File: config.mk
export PLATFORM = sky130hd
export DESIGN_NAME = tcl_tx_merge_flat
export DESIGN_NICKNAME = d
export VERILOG_FILES = /design/src/rtl/tcl_pkg.sv /design/src/rtl/tcl_tx_merge_if.sv /design/src/rtl/tcl_tx_fifo.sv /design/src/rtl/tcl_tx_merge.sv /design/src/flat_wrapper.sv
export SDC_FILE = /design/constraint.sdc
export NUM_CORES = 1
export LEC_CHECK = 0
export CAP_MARGIN = 30
export CELL_PAD_IN_SITES_DETAIL_PLACEMENT = 1
export CELL_PAD_IN_SITES_GLOBAL_PLACEMENT = 1
export CORE_MARGIN = 2
export CORE_UTILIZATION = 53
export DETAILED_ROUTE_END_ITERATION = 16
export DONT_BUFFER_PORTS = 1
export GPL_ROUTABILITY_DRIVEN = 0
export GPL_TIMING_DRIVEN = 0
export HOLD_SLACK_MARGIN = 0.08
export PLACE_DENSITY = 0.9
export SKIP_CTS_REPAIR_TIMING = 1
export SYNTH_ARGS = -nofsm -noshare
export SYNTH_HDL_FRONTEND = slang
export SYNTH_SLANG_ARGS = --single-unit
File: constraint.sdc
create_clock -name clk -period 4.93 [get_ports clk]
set_clock_uncertainty 0.05 [all_clocks]
set_input_delay 0.986 -clock clk [delete_from_list [all_inputs] [get_ports clk]]
set_output_delay 0.986 -clock clk [all_outputs]
set_load 0.01 [all_outputs]
File: src/rtl/tcl_pkg.sv
// Shared widths and FSM encoding for the transaction-layer transmit merge.
package tcl_pkg;
    localparam int DATA_W    = 12;
    localparam int NUM_PORTS = 4;
    localparam int DEPTH     = 4;
    localparam int CNT_W     = 5;
    localparam int OCC_W     = 3;   // occupancy and thresholds share this width
    localparam int PTR_W     = $clog2(NUM_PORTS);

    typedef enum logic [1:0] {ST_RESET, ST_INIT, ST_IDLE, ST_ACTIVE} state_t;
endpackage

File: src/rtl/tcl_tx_merge_if.sv
// Upstream push ports and merged downstream stream of the transmit merge.
interface tcl_tx_merge_if;
    logic [tcl_pkg::NUM_PORTS-1:0] pushIn;
    logic [tcl_pkg::DATA_W-1:0]    dataInputP0;
    logic [tcl_pkg::DATA_W-1:0]    dataInputP1;
    logic [tcl_pkg::DATA_W-1:0]    dataInputP2;
    logic [tcl_pkg::DATA_W-1:0]    dataInputP3;
    logic                          pauseIn;
    logic                          pushOut;
    logic [tcl_pkg::DATA_W-1:0]    dataOutputFIFO;

    modport master (output pushIn, dataInputP0, dataInputP1, dataInputP2, dataInputP3, pauseIn,
                    input  pushOut, dataOutputFIFO);
    modport slave  (input  pushIn, dataInputP0, dataInputP1, dataInputP2, dataInputP3, pauseIn,
                    output pushOut, dataOutputFIFO);
endinterface

File: src/rtl/tcl_tx_fifo.sv
// Per-port synchronous FIFO; a push while full is dropped and flagged on o_drop.
module tcl_tx_fifo
    import tcl_pkg::*;
(
    input  logic              clk,
    input  logic              reset,
    input  logic              i_push,
    input  logic              i_pop,
    input  logic [DATA_W-1:0] i_data,
    output logic [DATA_W-1:0] o_data,
    output logic [OCC_W-1:0]  o_occ,
    output logic [OCC_W-1:0]  o_occ_nxt,
    output logic              o_full,
    output logic              o_empty,
    output logic              o_drop
);
    localparam int AW = (DEPTH > 1) ? $clog2(DEPTH) : 1;

    logic [DATA_W-1:0] r_mem [DEPTH];
    logic [AW-1:0]     r_wr, r_rd;
    logic [OCC_W-1:0]  r_occ;
    logic              w_wr, w_rd;

    // Full is judged on current occupancy, so a same-cycle pop never rescues a push.
    assign o_full    = (r_occ == OCC_W'(DEPTH));
    assign o_empty   = (r_occ == '0);
    assign w_wr      = i_push && !o_full;
    assign w_rd      = i_pop && !o_empty;
    assign o_drop    = i_push && o_full;
    assign o_data    = r_mem[r_rd];
    assign o_occ     = r_occ;
    assign o_occ_nxt = r_occ + OCC_W'(w_wr) - OCC_W'(w_rd);

    always_ff @(posedge clk) begin
        if (reset) begin
            r_wr  <= '0;
            r_rd  <= '0;
            r_occ <= '0;
        end else begin
            if (w_wr) r_wr <= r_wr + 1'b1;
            if (w_rd) r_rd <= r_rd + 1'b1;
            r_occ <= o_occ_nxt;
        end
    end

    always_ff @(posedge clk) begin
        if (w_wr) r_mem[r_wr] <= i_data;
    end
endmodule

File: src/rtl/tcl_tx_merge.sv
// 4-to-1 transmit merge: per-port FIFOs, arbiter, hysteretic flags, sent-word counters.
// Define TCL_TX_STRICT_PRIO_EN for fixed P0>P1>P2>P3 priority instead of round-robin.
module tcl_tx_merge
    import tcl_pkg::*;
(
    input  logic                 clk,
    input  logic                 reset,
    input  logic                 init,
    input  logic [2:0]           Umbral_alto,
    input  logic [2:0]           Umbral_bajo,
    tcl_tx_merge_if.slave        bus,
    output logic [NUM_PORTS-1:0] fullP,
    output logic [NUM_PORTS-1:0] almostFullP,
    output logic                 errorOut,
    output logic                 idleOut,
    input  logic                 req,
    input  logic [2:0]           idx,
    output logic                 counterValid,
    output logic [CNT_W-1:0]     counterOut
);
    state_t                              r_state, w_state_nxt;
    logic [NUM_PORTS-1:0][DATA_W-1:0]    w_din, w_dout;
    logic [NUM_PORTS-1:0][OCC_W-1:0]     w_occ, w_occ_nxt;
    logic [NUM_PORTS-1:0]                w_push, w_pop, w_full, w_empty, w_drop;
    logic [NUM_PORTS-1:0][CNT_W-1:0]     r_cnt;
    logic [NUM_PORTS-1:0]                r_af;
    logic [2:0]                          r_alto, r_bajo;
    logic [PTR_W-1:0]                    w_win;
    logic                                w_found, w_gnt, w_run;
    logic                                r_push_out, r_err, r_cv;
    logic [DATA_W-1:0]                   r_data_out;
    logic [CNT_W-1:0]                    r_co;

    assign w_din  = {bus.dataInputP3, bus.dataInputP2, bus.dataInputP1, bus.dataInputP0};
    assign w_run  = (r_state == ST_IDLE) || (r_state == ST_ACTIVE);
    assign w_push = bus.pushIn & {NUM_PORTS{r_state != ST_RESET}};

    for (genvar g = 0; g < NUM_PORTS; g++) begin : g_fifo
        tcl_tx_fifo u_fifo (
            .clk(clk), .reset(reset), .i_push(w_push[g]), .i_pop(w_pop[g]), .i_data(w_din[g]),
            .o_data(w_dout[g]), .o_occ(w_occ[g]), .o_occ_nxt(w_occ_nxt[g]),
            .o_full(w_full[g]), .o_empty(w_empty[g]), .o_drop(w_drop[g])
        );
    end

`ifdef TCL_TX_STRICT_PRIO_EN
    always_comb begin
        w_win   = '0;
        w_found = 1'b0;
        // Scan downward so the lowest non-empty port is the last one written.
        for (int k = NUM_PORTS - 1; k >= 0; k--) begin
            if (!w_empty[k]) begin
                w_win   = PTR_W'(k);
                w_found = 1'b1;
            end
        end
    end
`else
    logic [PTR_W-1:0] r_ptr, w_cand;

    always_comb begin
        w_win   = '0;
        w_found = 1'b0;
        w_cand  = '0;
        for (int k = 1; k <= NUM_PORTS; k++) begin
            w_cand = r_ptr + PTR_W'(k);
            if (!w_found && !w_empty[w_cand]) begin
                w_win   = w_cand;
                w_found = 1'b1;
            end
        end
    end

    always_ff @(posedge clk) begin
        if (reset)      r_ptr <= PTR_W'(NUM_PORTS - 1);
        else if (w_gnt) r_ptr <= w_win;
    end
`endif

    always_comb begin
        w_gnt = w_found && w_run && !bus.pauseIn;
        w_pop = '0;
        if (w_gnt) w_pop[w_win] = 1'b1;
    end

    always_comb begin
        w_state_nxt = r_state;
        case (r_state)
            ST_RESET:  w_state_nxt = ST_INIT;
            ST_INIT:   if (!init) w_state_nxt = ST_IDLE;
            ST_IDLE:   if (init) w_state_nxt = ST_INIT;
                       else if (!(&w_empty)) w_state_nxt = ST_ACTIVE;
            ST_ACTIVE: if (init) w_state_nxt = ST_INIT;
                       else if ((&w_empty) && !w_gnt) w_state_nxt = ST_IDLE;
            default:   w_state_nxt = ST_RESET;
        endcase
    end

    always_ff @(posedge clk) begin
        if (reset) r_state <= ST_RESET;
        else       r_state <= w_state_nxt;
    end

    always_ff @(posedge clk) begin
        if (reset) begin
            r_alto     <= 3'd7;
            r_bajo     <= 3'd0;
            r_af       <= '0;
            r_cnt      <= '0;
            r_push_out <= 1'b0;
            r_data_out <= '0;
            r_err      <= 1'b0;
            r_cv       <= 1'b0;
            r_co       <= '0;
        end else begin
            if (r_state == ST_INIT) begin
                r_alto <= Umbral_alto;
                r_bajo <= Umbral_bajo;
            end
            // Set test first so it wins when the clear window overlaps.
            for (int i = 0; i < NUM_PORTS; i++) begin
                if (w_occ_nxt[i] >= r_alto)      r_af[i] <= 1'b1;
                else if (w_occ_nxt[i] <= r_bajo) r_af[i] <= 1'b0;
                if (w_pop[i]) r_cnt[i] <= r_cnt[i] + 1'b1;
            end
            r_push_out <= w_gnt;
            if (w_gnt) r_data_out <= w_dout[w_win];
            r_err <= r_err | (|w_drop);
            r_cv  <= req && w_run;
            if (req && w_run)
                r_co <= (idx < 3'(NUM_PORTS)) ? r_cnt[idx[PTR_W-1:0]] : '0;
        end
    end

    assign bus.pushOut        = r_push_out;
    assign bus.dataOutputFIFO = r_data_out;
    assign fullP              = w_full;
    assign almostFullP        = r_af;
    assign errorOut           = r_err;
    assign idleOut            = (r_state == ST_IDLE);
    assign counterValid       = r_cv;
    assign counterOut         = r_co;
endmodule

File: src/flat_wrapper.sv
// flat-port wrapper written by rule: the top's interface ports become plain ports
module tcl_tx_merge_flat import tcl_pkg::*;
  (clk, reset, init, Umbral_alto, Umbral_bajo, fullP, almostFullP, errorOut, idleOut, req, idx, counterValid, counterOut, bus_pushIn, bus_dataInputP0, bus_dataInputP1, bus_dataInputP2, bus_dataInputP3, bus_pauseIn, bus_pushOut, bus_dataOutputFIFO);
  tcl_tx_merge_if bus_i ();
  input  logic clk;
  input  logic reset;
  input  logic init;
  input  logic [2:0] Umbral_alto;
  input  logic [2:0] Umbral_bajo;
  output logic [NUM_PORTS-1:0] fullP;
  output logic [NUM_PORTS-1:0] almostFullP;
  output logic errorOut;
  output logic idleOut;
  input  logic req;
  input  logic [2:0] idx;
  output logic counterValid;
  output logic [CNT_W-1:0] counterOut;
  input wire logic [$bits(bus_i.pushIn)-1:0] bus_pushIn;
  input wire logic [$bits(bus_i.dataInputP0)-1:0] bus_dataInputP0;
  input wire logic [$bits(bus_i.dataInputP1)-1:0] bus_dataInputP1;
  input wire logic [$bits(bus_i.dataInputP2)-1:0] bus_dataInputP2;
  input wire logic [$bits(bus_i.dataInputP3)-1:0] bus_dataInputP3;
  input wire logic [$bits(bus_i.pauseIn)-1:0] bus_pauseIn;
  output wire logic [$bits(bus_i.pushOut)-1:0] bus_pushOut;
  output wire logic [$bits(bus_i.dataOutputFIFO)-1:0] bus_dataOutputFIFO;
  assign bus_i.pushIn = bus_pushIn;
  assign bus_i.dataInputP0 = bus_dataInputP0;
  assign bus_i.dataInputP1 = bus_dataInputP1;
  assign bus_i.dataInputP2 = bus_dataInputP2;
  assign bus_i.dataInputP3 = bus_dataInputP3;
  assign bus_i.pauseIn = bus_pauseIn;
  assign bus_pushOut = bus_i.pushOut;
  assign bus_dataOutputFIFO = bus_i.dataOutputFIFO;
  tcl_tx_merge u_core (.clk(clk), .reset(reset), .init(init), .Umbral_alto(Umbral_alto), .Umbral_bajo(Umbral_bajo), .bus(bus_i), .fullP(fullP), .almostFullP(almostFullP), .errorOut(errorOut), .idleOut(idleOut), .req(req), .idx(idx), .counterValid(counterValid), .counterOut(counterOut));
endmodule
Word-level counts from Yosys, hierarchy flattened
Memory sizes are Yosys's and may differ from the RTL's. A register that Yosys moved wholly into a read port is not among the register bits.
Cells that the tools add are included.
{ "word_totals": {"out_inout_bits": 29, "register_bits": 82, "n_memories": 4, "in_bits": 66, "mem_bits_rw": 192} }
{ "op_classes": {"n_addsub": 23, "n_reduce_logical": 49, "n_eq_ne": 10, "order_cmp": 16, "mux": 54, "bitwise_logic": 2} }
{ "memory_table": {"columns": ["name", "depth", "word_bits", "rd", "rd_clocked_by_memory_dff", "write_ports", "line_no", "text"], "rows": [
  ["u_core.g_fifo[0].u_fifo.r_mem", 4, 12, 1, 1, 1, "tcl_tx_fifo.sv:19", "logic [DATA_W-1:0] r_mem [DEPTH];"],
  ["u_core.g_fifo[1].u_fifo.r_mem", 4, 12, 1, 1, 1, "tcl_tx_fifo.sv:19", null],
  ["u_core.g_fifo[2].u_fifo.r_mem", 4, 12, 1, 1, 1, "tcl_tx_fifo.sv:19", null],
  ["u_core.g_fifo[3].u_fifo.r_mem", 4, 12, 1, 1, 1, "tcl_tx_fifo.sv:19", null]
]} }
{ "op_table": {"columns": ["op", "count"], "rows": [
  ["2-to-1 mux 2 bit", 17],
  ["2-to-1 mux 1 bit", 25],
  ["binary-select mux 12 bit (select 2 bit)", 1],
  ["adder 5 x 1 -> 5 bit, second input constant", 4],
  ["logical AND 1 bit", 20],
  ["adder 2 x 1 -> 2 bit, second input constant", 9],
  ["< comparator 2 x 3 -> 1 bit, second input constant", 6],
  ["zero test 1 bit", 15],
  ["adder 3 x 1 -> 3 bit", 4],
  ["== test 3 bit, second input constant", 4],
  ["greater-or-equal comparator 3 bit", 4],
  ["less-or-equal comparator 3 bit", 4],
  ["zero test 3 bit", 4],
  ["2-to-1 mux 12 bit", 1],
  ["subtractor 3 x 1 -> 3 bit", 4],
  ["binary-select mux 5 bit (select 2 bit)", 1],
  ["2-to-1 mux 5 bit", 2],
  ["nonzero test 2 bit", 5],
  ["binary-select mux 1 bit (select 2 bit)", 4],
  ["one-hot mux 2 bit (4 select lines)", 1],
  ["!= test 3 bit, second input constant", 2],
  ["adder 2 bit, second input constant", 2],
  ["bitwise AND 4 bit", 1],
  ["== test 2 bit, second input constant", 2],
  ["other kinds (12)", 12]
]} }

Longest topological paths before layout
{ "logic_depth": {"ltp_word": 22, "ltp_mapped": 17, "ltp_nobuf": 15} }

Hierarchy
A second synthesis with hierarchy kept.
{ "hier_totals": {"hier_cells": 819, "area_unflattened_um2": 12278.0} }
{ "modules_own_cells": {"columns": ["mod", "cells_per_inst", "instances", "area_per_inst_um2"], "rows": [
  ["tcl_tx_fifo", 113, 4, 2253.4],
  ["tcl_tx_merge", 367, 1, 3264.4]
]} }

Least setup slack after synthesis
No wires, ideal clock.
{ "synth_timing": {"path_type": "input -> register", "from": "input bus_pauseIn", "to": "register u_core.r_af[1], in the netlist u_core.almostFullP[1]", "path_stages": 15, "setup_time_ps": 132, "path_buffers": 2, "slack_ps": 1020, "t_arrival_ps": 3729, "cell_sequence": "or3b_1 -> buf_4 -> buf_4 -> nor3_4 -> ha_1 -> inv_1 -> ha_1 -> inv_1 -> fa_1 -> inv_1 -> ha_1 -> nor2b_1 -> o21a_1 -> o211ai_1 -> a21oi_1"} }
{ "synth_via": {"elab_chain_len": 7, "elab_cells_between_ends": 9, "classes_between": "add/sub (1); order compare (2); mux (2); reduce/logical (4)"} }
{ "synth_rtl": {"columns": ["element", "line_no", "text"], "rows": [
  ["from (decl)", "flat_wrapper.sv:23", "input wire logic [$bits(bus_i.pauseIn)-1:0] bus_pauseIn;"],
  ["zero test 1 bit (*)", "tcl_tx_merge.sv:81", "w_gnt = w_found && w_run && !bus.pauseIn;"],
  ["logical AND 1 bit (*)", "tcl_tx_merge.sv:81", null],
  ["2-to-1 mux 4 bit (*)", "tcl_tx_merge.sv:83", "if (w_gnt) w_pop[w_win] = 1'b1;"],
  ["logical AND 1 bit (*)", "tcl_tx_fifo.sv:28", "assign w_rd = i_pop && !o_empty;"],
  ["net u_core.g_fifo[1].u_fifo.w_rd", "tcl_tx_fifo.sv:22", "logic w_wr, w_rd;"],
  ["subtractor 3 x 1 -> 3 bit (*)", "tcl_tx_fifo.sv:32", "assign o_occ_nxt = r_occ + OCC_W'(w_wr) - OCC_W'(w_rd);"],
  ["net u_core.g_fifo[1].u_fifo.o_occ_nxt[1]", "tcl_tx_fifo.sv:12", "output logic [OCC_W-1:0] o_occ_nxt,"],
  ["greater-or-equal comparator 3 bit or less-or-equal comparator 3 bit (tied branches)", "tcl_tx_merge.sv:122, tcl_tx_merge.sv:123", null],
  ["2-to-1 mux 1 bit or nonzero test 2 bit (tied branches)", null, null],
  ["to (signal assigned)", "tcl_tx_merge.sv:108", "r_af <= '0;"],
  ["to (signal, indexed assignment)", "tcl_tx_merge.sv:122", "if (w_occ_nxt[i] >= r_alto) r_af[i] <= 1'b1;"],
  ["to (signal, indexed assignment)", "tcl_tx_merge.sv:123", "else if (w_occ_nxt[i] <= r_bajo) r_af[i] <= 1'b0;"],
  ["to (decl)", "tcl_tx_merge.sv:26", "logic [NUM_PORTS-1:0] r_af;"]
]} }
Mark *: on every way through the listed nets, which the timed path passes. The rest lies on a longest branch.
A chain may end at the register's enable or synchronous reset.

Final worst setup path
{ "layout_timing": {"from": "register u_core.g_fifo[1].u_fifo.r_occ[1]", "to": "register u_core.r_af[0], in the netlist u_core.almostFullP[0]"} }
{ "layout_via": {"elab_chain_len": 21, "elab_cells_between_ends": 39, "classes_between": "add/sub (1); order compare (4); mux (20); reduce/logical (14)"} }
{ "layout_rtl": {"columns": ["element", "line_no", "text"], "rows": [
  ["from (decl)", "tcl_tx_fifo.sv:21", "logic [OCC_W-1:0] r_occ;"],
  ["from (signal assigned)", "tcl_tx_fifo.sv:42", "r_occ <= o_occ_nxt;"],
  ["zero test 3 bit (*)", "tcl_tx_fifo.sv:26", "assign o_empty = (r_occ == '0);"],
  ["binary-select mux 1 bit (select 2 bit)", "tcl_tx_merge.sv:67", "if (!w_found && !w_empty[w_cand]) begin"],
  ["2-to-1 mux 1 bit (implied by the code)", "tcl_tx_merge.sv:67", null],
  ["zero test 1 bit", "tcl_tx_merge.sv:67", null],
  ["logical AND 1 bit", "tcl_tx_merge.sv:67", null],
  ["2-to-1 mux 1 bit", "tcl_tx_merge.sv:67", null],
  ["zero test 1 bit", "tcl_tx_merge.sv:67", null],
  ["logical AND 1 bit", "tcl_tx_merge.sv:67", null],
  ["(+7 left out)", null, null],
  ["demux 1 bit (select 2 bit)", null, null],
  ["2-to-1 mux 4 bit (*)", "tcl_tx_merge.sv:83", null],
  ["logical AND 1 bit (*)", "tcl_tx_fifo.sv:28", null],
  ["net u_core.g_fifo[0].u_fifo.w_rd", "tcl_tx_fifo.sv:22", null],
  ["subtractor 3 x 1 -> 3 bit (*)", "tcl_tx_fifo.sv:32", null],
  ["net u_core.g_fifo[0].u_fifo.o_occ_nxt[2]", "tcl_tx_fifo.sv:12", null],
  ["greater-or-equal comparator 3 bit or less-or-equal comparator 3 bit (tied branches)", "tcl_tx_merge.sv:122, tcl_tx_merge.sv:123", null],
  ["2-to-1 mux 1 bit or nonzero test 2 bit (tied branches)", null, null]
]} }
Mark *: on every way through the listed nets, which the timed path passes. The rest lies on a longest branch. The select of a mux whose other input is x is not followed.

==> summary.json <==
{
  "outcome": {
    "run_status": "finished, final reports clean"
  },
  "timing": {
    "final_critical_path_time_including_i_o_delays_and_setup_ns": 4.15,
    "report.final.hold_viol_count": 0,
    "timing.final.ws_setup_ns": 0.780,
    "min_period_over_period": 0.842,
    "worst_slew_pin_slew_ns": 0.907,
    "number_of_endpoints_failing_setup_at_the_final_stage": 0,
    "final.setup.tns_ns": 0,
    "clock.fmax_ghz": 0.241,
    "timing.max_slew.rel_slack": 0.396,
    "slew_viol_final": 0,
    "rsz_0062_raised_after_global_routing": "no"
  },
  "setup_path": {
    "crit_chain": "nor3_4, nand2_1, a221o_1, buf_6, nor3_4, ha_1, inv_1, ha_1, inv_1, fa_1, xnor2_1, xnor2_1, ha_1, o21a_1, o211ai_1, a21oi_1",
    "cpLargestDelayFamily": "adder cells",
    "critical_path.most_common_cell": "ha_1",
    "setup.worst_path.end_class": "register",
    "critical_path.startpoint_type": "register",
    "setup.worst_path.class": "register to register",
    "worst_endpoint_data_arrival_time_ns": 4.50,
    "max_stage_delay_ns": 0.42,
    "critical_path_buf_inv_count": 3,
    "cp_max_fo": 10,
    "crit_required_ns": 5.28,
    "crit_path_slowest_cell": "a221o_1"
  },
  "pwr": {
    "power_per_cell_area_nw_per_um2": 491,
    "switching_share": 0.311,
    "power.net_switching_uw": 2000,
    "p_int_uw": 4440,
    "combinationalPowerShare": 0.239,
    "clock_power_share": 0.329,
    "peakVddDrop_uv": 308,
    "pwr-share-seq": 0.432,
    "total_power_uw": 6440,
    "power.leakage_uw": 0.00461
  },
  "logic_synthesis": {
    "cell_area_after_synthesis_sq_um": 11900,
    "share_of_yosys_cell_area_claimed_by_the_top_area_cell_type": 0.486,
    "synth_seq_area_share": 0.638,
    "netlist_instances": 804,
    "synthDistinctLibCells": 50,
    "synth-warning-count": 0,
    "postSynthRegisterBits": 282,
    "ys_top_cells_by_area": "edfxtp_1 49%, dfxtp_1 15%, mux4_2 10%",
    "count_of_flip_flops_with_a_built_in_enable_after_synthesis": 192,
    "post-synth-top-area-cell": "edfxtp_1",
    "synth_ff_type": "edfxtp_1",
    "synth_async_sr_flop_share": 0,
    "syn-mean-instance-area_sq_um": 14.8,
    "synth_nets": 926
  },
  "min_path": {
    "hold_class": "register to register"
  },
  "die": {
    "fp.dieW_um": 154,
    "die_area_sq_um": 23600,
    "floorplan.core_area_sq_um": 21900,
    "floorplan.die.height_um": 154,
    "floorplan.initialDensity": 0.542,
    "number_of_top_level_design_ports": 95,
    "core.rowCount": 54
  },
  "finish": {
    "antenna_cells": 0,
    "most-common-layout-cells": "192 x edfxtp_1, 90 x dfxtp_1, 65 x nor2_1",
    "final-instance-count-excl-fill": 1136,
    "most_common_cell_after_layout_fill_and_taps_aside": "edfxtp_1",
    "fraction_of_final_layout_cells_sized_beyond_drive_strength_1": 0.138,
    "area.growth.synth_to_final_pct": 10.6,
    "net_total_in_the_final_layout": 956
  },
  "run": {
    "timing.max_cap.violations": 0
  },
  "clock_tree": {
    "clock_insertion_delay_worst_skew_ns": 0.54,
    "tritoncts_clock_tree": "built",
    "clock_sink_count": 282,
    "clock-root-buffer": "clkbuf_16",
    "worst_setup_hold_path_clk_slew_ns": 0.07,
    "cts_made_buffers": 28,
    "htreeDepth": 1,
    "cts_max_path_buffers": 3
  },
  "grt": {
    "gr-total-overflow": 0,
    "via_count_of_the_first_global_routing_pass": 7725,
    "grt_pass1_wl_um": 45100,
    "grt_use_total": 0.251,
    "grt_max_degree": 15,
    "number_of_antenna_violations_at_the_first_check_in_global_routing": 0
  },
  "placed_design": {
    "place_hpwl_um": 20000,
    "post-place-cells": 1084,
    "port_buffers": 0,
    "dp_slack_ns": 0.628
  },
  "route": {
    "drt_pass1_iterations": 5,
    "vias_per_cell": 6.07,
    "route.detailed.drc": 0,
    "routed_wl_um": 28900,
    "drt_first_iter_violations": 406,
    "postRouteAntennaNets": 0,
    "vias": 6897,
    "avgRoutedWirePerCell_um": 25.5
  }
}
## kinds of logic after synthesis
family | share of synthesized area
flip-flops | 0.638
AO/OA/AOI/OAI | 0.0370
multiplexers | 0.110
AND/OR/NAND/NOR | 0.102
buffers and inverters | 0.0275
XOR/XNOR | 0.0236
adder cells (fa/ha/maj) | 0.0616
## state kept, by name, indices dropped and copies added (netlist names), named ones only
name	flops
u_core.counterValid	1
u_core.bus.dataOutputFIFO	12
u_core.r_alto	3
u_core.counterOut	5
u_core.almostFullP	4
u_core.g_fifo.u_fifo.r_mem	192
u_core.errorOut	1
u_core.r_state	2
u_core.r_ptr	2
u_core.r_cnt	20
u_core.g_fifo.u_fifo.r_rd	8
u_core.g_fifo.u_fifo.o_occ	12
u_core.g_fifo.u_fifo.r_wr	8
u_core.bus.pushOut	1
u_core.r_bajo	3
## power groups by stage
stage	combinational, uW	clock (uW)	sequential [uW]
6_report	1540	2120	2780
5_1_grt	1670	2240	2790
4_1_cts	1530	2140	2780
3_5_place_dp	1500	0	2830
3_3_place_gp	1420	0	2810
2_1_floorplan	1040	0	2790
## through the flow
step / util / hold slack, ns / instance area [sq um]
after global placement: 0.558 / 0.396 / 12200
after CTS: 0.600 / 0.418 / 13100
final: 0.600 / 0.414 / 13100
after floorplan: - / 0.386 / 11900
after detailed placement: 0.558 / 0.408 / 12200
after global routing: 0.600 / 0.446 / 13100
## routing by layer
| layer | vias up | GRT usage | wire length [um] |
|---|---|---|---|
| met1 | 3537 | 0.313 | 11400 |
| met4 | 0 | 0.0983 | 989 |
| met5 | - | 0 | 0 |
| li1 | 3041 | - | - |
| met2 | 246 | 0.430 | 14700 |
| met3 | 73 | 0.0555 | 1820 |
## layout make-up
type                       instances  area [sq um]
buffer                            41           195
clock buffer                      43           820
clock inverter                     9          91.3
inverter                          35           131
sequential                       282          7570
tap                              280           350
multi-input combinational        446          3970
fill                            2046          8760
## worst reg2reg max path, delay by kind of cell, from the launching register on
| family | cells | cell delay, ns |
|---|---|---|
| simple gates | 3 | 0.84 |
| fa+ha+maj | 4 | 1.17 |
| buf+inv | 3 | 0.30 |
| flops | 1 | 0.38 |
| compound gates | 4 | 0.84 |
| xor+xnor | 2 | 0.44 |
## cell usage after synthesis, types with 4 or more instances
cell type  instances
o211ai_1           4
and2_1            18
xor2_1             8
a21oi_1           15
edfxtp_1         192
clkbuf_1          22
nand2_1           64
a22oi_1            5
mux4_2            53
mux2_1             4
mux2i_1            7
dfxtp_1           90
nor2_1            65
xnor2_1           24
a21o_1             4
buf_1              5
ha_1              52
o21a_1             4
a32o_1            13
buf_4              7
buf_2              6
fa_1               4
nand2b_1           6
inv_1             35
nand4_1           12
nor3_4             6
nor2b_1           15
nand3_1           32
## worst paths after layout
kind / from / endpoint / slack [ns] / cells past startpoint
max: u_core.g_fifo[1].u_fifo.o_occ[1] / u_core.almostFullP[0] / 0.78 / 16
min reg2reg: u_core.r_bajo[1] / u_core.r_bajo[1] / 0.41 / 2
max reg2reg: u_core.g_fifo[1].u_fifo.o_occ[1] / u_core.almostFullP[0] / 0.78 / 16
min: u_core.r_bajo[1] / u_core.r_bajo[1] / 0.41 / 2
(Power assumes the default switching activity.)
